[src/rtl/cpu_pkg.sv]
// rtl/cpu_pkg.sv - shared defaults, state encoding and CPU opcodes for the memory target
package cpu_pkg;
  localparam int DEF_AW = 8;
  localparam int DEF_DW = 8;
  localparam int DEF_CNT_W = 16;
  localparam logic [7:0] DEF_OUT_ADRS = 8'hFF;

  typedef enum logic {
    ST_LOAD = 1'b0,
    ST_RUN  = 1'b1
  } state_t;

  localparam logic [7:0] OP_LDI  = 8'h01;
  localparam logic [7:0] OP_LD   = 8'h02;
  localparam logic [7:0] OP_ADDI = 8'h03;
  localparam logic [7:0] OP_ADD  = 8'h04;
  localparam logic [7:0] OP_ST   = 8'h05;
  localparam logic [7:0] OP_JUMP = 8'h06;
endpackage

[src/rtl/mem_array_1w1r.sv]
// rtl/mem_array_1w1r.sv - 2**AW x DW store, synchronous write, asynchronous read
module mem_array_1w1r #(
  parameter int AW = 8,
  parameter int DW = 8
) (
  input  logic          clk,
  input  logic          we,
  input  logic [AW-1:0] waddr,
  input  logic [DW-1:0] wdata,
  input  logic [AW-1:0] raddr,
  output logic [DW-1:0] rdata
);
  logic [DW-1:0] mem [2**AW];

  always_ff @(posedge clk) begin
    if (we) mem[waddr] <= wdata;
  end

  assign rdata = mem[raddr];
endmodule

[src/rtl/cpu_mem_target.sv]
// rtl/cpu_mem_target.sv - CPU-side memory responder with byte-stream loader and output register
module cpu_mem_target
  import cpu_pkg::*;
#(
  parameter int            AW       = DEF_AW,
  parameter int            DW       = DEF_DW,
  parameter logic [AW-1:0] OUT_ADRS = AW'(DEF_OUT_ADRS),
  parameter int            CNT_W    = DEF_CNT_W
) (
  input  logic             clk,
  input  logic             rst,
  input  logic [AW-1:0]    adrs,
  input  logic [DW-1:0]    wdata,
  output logic [DW-1:0]    rdata,
  input  logic             mem_read,
  input  logic             mem_write,
  input  logic             load_start,
  input  logic             load_valid,
  input  logic [DW-1:0]    load_data,
  input  logic             load_last,
  output logic             load_ready,
  output logic             cpu_rst_n,
  output logic [DW-1:0]    out_port,
  output logic             out_valid,
  output logic [CNT_W-1:0] wr_count
);
  localparam logic [AW-1:0] PTR_MAX = '1;

  state_t          state_q, state_d;
  logic [AW-1:0]   ptr_q, ptr_d;
  logic            mem_we;
  logic [AW-1:0]   mem_waddr;
  logic [DW-1:0]   mem_wdata;
  logic            cpu_wr;
  logic            out_hit;
  logic            unused_read;

  assign unused_read = mem_read;
  assign out_hit = cpu_wr && (adrs == OUT_ADRS);

  always_comb begin
    state_d    = state_q;
    ptr_d      = ptr_q;
    mem_we     = 1'b0;
    mem_waddr  = ptr_q;
    mem_wdata  = load_data;
    cpu_wr     = 1'b0;
    load_ready = 1'b0;
    cpu_rst_n  = 1'b0;
    case (state_q)
      ST_LOAD: begin
        load_ready = 1'b1;
        // load_start wins over a coincident byte: the byte is dropped
        if (load_start) begin
          ptr_d = '0;
        end else if (load_valid) begin
          mem_we = 1'b1;
          ptr_d  = ptr_q + 1'b1;
          if (load_last || ptr_q == PTR_MAX) state_d = ST_RUN;
        end
      end
      ST_RUN: begin
        cpu_rst_n = 1'b1;
        if (mem_write) begin
          mem_we    = 1'b1;
          mem_waddr = adrs;
          mem_wdata = wdata;
          cpu_wr    = 1'b1;
        end
        if (load_start) begin
          state_d = ST_LOAD;
          ptr_d   = '0;
        end
      end
      default: state_d = ST_LOAD;
    endcase
    if (rst) begin
      mem_we     = 1'b0;
      cpu_wr     = 1'b0;
      load_ready = 1'b0;
      cpu_rst_n  = 1'b0;
    end
  end

  always_ff @(posedge clk) begin
    if (rst) begin
      state_q   <= ST_LOAD;
      ptr_q     <= '0;
      out_port  <= '0;
      out_valid <= 1'b0;
      wr_count  <= '0;
    end else begin
      state_q   <= state_d;
      ptr_q     <= ptr_d;
      out_valid <= out_hit;
      if (out_hit) out_port <= wdata;
      if (cpu_wr && wr_count != '1) wr_count <= wr_count + 1'b1;
    end
  end

  mem_array_1w1r #(
    .AW (AW),
    .DW (DW)
  ) u_mem (
    .clk   (clk),
    .we    (mem_we),
    .waddr (mem_waddr),
    .wdata (mem_wdata),
    .raddr (adrs),
    .rdata (rdata)
  );
endmodule

[config.mk]
export PLATFORM = sky130hd
export DESIGN_NAME = cpu_mem_target
export DESIGN_NICKNAME = d
export VERILOG_FILES = /design/src/rtl/cpu_pkg.sv /design/src/rtl/mem_array_1w1r.sv /design/src/rtl/cpu_mem_target.sv
export SDC_FILE = /design/constraint.sdc
export NUM_CORES = 2
export LEC_CHECK = 0
export ABC_CLOCK_PERIOD_IN_PS = 5600
export BUFFER_PORTS_ARGS = -buffer_cell sky130_fd_sc_hd__buf_2
export CORE_AREA = 10 10 372 374
export CTS_CLUSTER_SIZE = 40
export DETAILED_ROUTE_END_ITERATION = 7
export DIE_AREA = 0 0 382 384
export PLACE_DENSITY = 0.79
export SYNTH_ARGS = -nofsm -noshare
export SYNTH_HDL_FRONTEND = slang
export SYNTH_SLANG_ARGS = --single-unit
export TNS_END_PERCENT = 50
[constraint.sdc]
create_clock -name clk -period 5.6 [get_ports clk]
set_input_delay 0.28 -clock clk [delete_from_list [all_inputs] [get_ports clk]]
set_output_delay 0.28 -clock clk [all_outputs]
set_load 0.02 [all_outputs]
==> flow_metrics.env <==
export IMPL_die_height_um=384
export IMPL_grt_max_degree=161
export IMPL_fin_crit_sh_pct=88.5
export IMPL_drive_gt1_share_pct=22.1
export IMPL_cts_root_buf="clkbuf_16"
export IMPL_ys_seq_area_share_pct=75.9
export IMPL_portBuffers=64
export IMPL_wl_um=217000
export IMPL_path_max_fanout=84
export IMPL_syn_area_um2=81900
export IMPL_dpl_cell_count=5703
export IMPL_powerDensity_nw_per_um2=348
export IMPL_routedWlPerCell_um=35.6
export IMPL_hpwlAfterDp_um=129000
export IMPL_cp_required_ns=5.32
export IMPL_post_cts_resize_count=0
export IMPL_fin_setup_tns_ns=0
export IMPL_power_leakage_nw=28.5
export IMPL_synthArstFlopShare_pct=0
export IMPL_critPathSlowestCell="o32ai_1"
export IMPL_fin_crit_ns=4.96
export IMPL_use_met1_pct=39.6
export IMPL_fin_nets=4197
export IMPL_grt_util_met3_pct=8.72
export IMPL_cts_inserted_buffers=192
export IMPL_grt_pass1_wl_um=311000
export IMPL_antenna_found_initial=8
export IMPL_yosysWarnings=0
export IMPL_seqCellArea_um2=62200
export IMPL_worstMarginPinSlew_ns=1.29
export IMPL_fp_dieArea_um2=147000
export IMPL_status="finished clean"
export IMPL_finalHoldViolCount=0
export IMPL_irDropWorstVdd_mv=0.325
export IMPL_dr_first_iter_drc_count=7305
export IMPL_clock_latency_ns=0.85
export IMPL_first_pass_iters=7
export IMPL_drtAntennaViolNets=0
export IMPL_drc=0
export IMPL_clkSlewWorstSetupHoldPaths_ns=0.06
export IMPL_drv_slew=0
export IMPL_clkSinkCount=2082
export IMPL_worst_path_stages=10
export IMPL_reg2regPathDepth=4
export IMPL_fillCellCount=7552
export IMPL_gp_congestion=0.915
export IMPL_clock_fmax_mhz=202
export IMPL_cp_cell_sequence="buf_8 -> buf_12 -> mux2i_1 -> a221oi_1 -> a221oi_1 -> a22oi_1 -> a211oi_1 -> o32ai_1 -> buf_4 -> buf_2"
export IMPL_critPathBufInv=4
export IMPL_synth_flop_cell="edfxtp_1"
export IMPL_grt_setup_unrepaired="false"
export IMPL_r2r_setup_slack_ns=1.28
export IMPL_initial_core_util_pct=62.7
export IMPL_postSynthCellCount=3984
export IMPL_grt_pass1_vias=43000
export IMPL_synth_seq_cells=2082
export IMPL_htreeDepth=4
export IMPL_synthToLayoutAreaGrowth_pct=10.4
export IMPL_cp_start_kind="input port"
export IMPL_core_area_um2=131000
export IMPL_crit_family="compound AO/OA/AOI/OAI gates"
export IMPL_crit_path_end="rdata[0]"
export IMPL_grt_busiest_layer="met2"
export IMPL_clk_path_buf_depth=3
export IMPL_gr_usage_met2_pct=44.7
export IMPL_cp_end_kind="primary output"
export IMPL_cts_tree="built"
export IMPL_grt_overflow=0
export IMPL_vias_per_cell=7.16
export IMPL_syn_num_nets=4017
export IMPL_max_cap_violations=0
export IMPL_reg2reg_from="state_q"
export IMPL_synth_edf_count=2048
export IMPL_multiInputGateArea_um2=18100
export IMPL_fp_row_count=133
export IMPL_synth_area_per_cell_um2=20.6
export IMPL_worst_endpoint_arrival_ns=4.68
export IMPL_io_pins=66
export IMPL_crit_type="in2out"
export IMPL_synth_cell_types=87
export IMPL_finalNonFillerCells=6084
export IMPL_setup_viol_count_final=0
export IMPL_cp_common_cell="a221oi_1"
export IMPL_hold_class="in2reg"
export IMPL_startpoint="adrs[0]"
export IMPL_whs_ns=0.163
export IMPL_grtUsageTotal_pct=29.5
export IMPL_vias=43600
export IMPL_fp_dieW_um=382
export IMPL_slowest_delay_ns=0.95
export IMPL_clock_skew_ns=0.0280
export IMPL_timing_rr_end="u_mem.mem[53][1]"
export IMPL_relSlewSlack_pct=13.6
[cell usage after synthesis (all sizes together), types with 15 or more instances]
library cell	number	area share, %
o21ai	46	0.28
xor2	15	0.16
a21oi	65	0.40
mux2i	166	2.0
nand2	137	0.63
nand3	43	0.27
a22o	15	0.16
o221ai	22	0.24
dfxtp	34	0.83
a22oi	51	0.47
nor2	321	1.5
edfxtp	2048	75
mux2	18	0.25
nand4	15	0.11
a211oi	18	0.17
o22ai	23	0.18
mux4	465	13
buf	170	1.7
a221oi	44	0.49
and2	15	0.12
clkbuf	73	0.38
[routing by layer]
layer  vias up  wire length [µm]  share of wire [%]
li1      16900                 -                  -
met1     22300             74300                 34
met2      3671            100000                 46
met3       721             29900                 14
met4        12             12400                5.7
met5         -                81              0.037
[cells in the final DEF (no fill, tap or decap), drive strengths merged, types with 13 or more instances in the layout]
cell type    Yosys  routed
a22o            15      15
nand3           43      43
dfxtp           34      34
a21oi           65      65
mux2            18      18
clkinv           0      94
o21ai           46      46
nand4           15      15
inv             11      14
dlygate4sd3      0      22
mux2i          166     166
a22oi           51      51
edfxtp        2048    2048
a221oi          44      44
xor2            15      15
mux4           465     465
a211oi          18      18
buf            170     207
nand2          137     137
and2            15      15
nor2           321     321
nand2b          13      13
o221ai          22      22
clkbuf          73     244
o22ai           23      23
[worst min path at each step]
| stage | start | to | slack [ns] | cells after the start |
|---|---|---|---|---|
| after floorplan | load_valid | state_q | 0.42 | 2 |
| after global placement | wr_count[15] | wr_count[15] | 0.47 | 1 |
| after detailed placement | wr_count[15] | wr_count[15] | 0.48 | 1 |
| after CTS | load_data[3] | u_mem.mem[176][3] | 0.13 | 3 |
| after global routing | load_data[3] | u_mem.mem[176][3] | 0.18 | 3 |
| final | load_data[3] | u_mem.mem[176][3] | 0.16 | 3 |
[what timing repair did]
action / CTS / global route
buffers inserted: 0 / 0
endpoints found under the hold margin: 30 / 0
hold buffers: 22 / 0
[metrics by stage]
step	power [mW]	area (µm²)	worst slack (ns)	util (%)
after detailed placement	19.2	84300	0.850	64.4
after global routing	32.2	90500	0.481	69.2
after global placement	19.1	84300	0.877	64.4
after floorplan	18.6	81900	0.656	-
after CTS	31.5	90500	0.807	69.2
final	31.5	90500	0.645	69.2
[kinds of logic after synthesis]
family | after synthesis | share of synthesized area, %
AOI/OAI and AO/OA | 373 | 3.34
xor gates and xnor gates | 20 | 0.214
adders and majority gates | 2 | 0.0305
buffers and inverters | 254 | 2.11
DFF | 2082 | 75.9
muxes | 649 | 15.2
and+or+nand+nor | 604 | 3.21
[report_power, final]
part	total, mW	switching, mW	internal [mW]
combinational	1.72	1.18	0.544
clock	12.6	5.71	6.92
sequential	17.2	0.00304	17.2
total	31.5	6.89	24.6
[flip-flops by register name (all words and copies together), names as in the netlist]
name,cells
wr_count,16
out_port,8
u_mem.mem,2048
out_valid,1
ptr_q,8
state_q,1
[worst min-delay path: cells and delay by family]
family                 cells  cell delay [ns]
buffers and inverters      1             0.08
AND/OR/NAND/NOR            2             0.39
[cell type report]
type	instances	area share, %
antenna	1	0.00276
clock buffer	244	5.71
clock inverter	114	0.940
inverter	11	0.0484
multi-input combinational	1648	20.0
sequential	2082	68.7
tap	1755	2.43
timing repair buffer	229	2.13
Note: power is estimated with default switching activity, not from simulation.
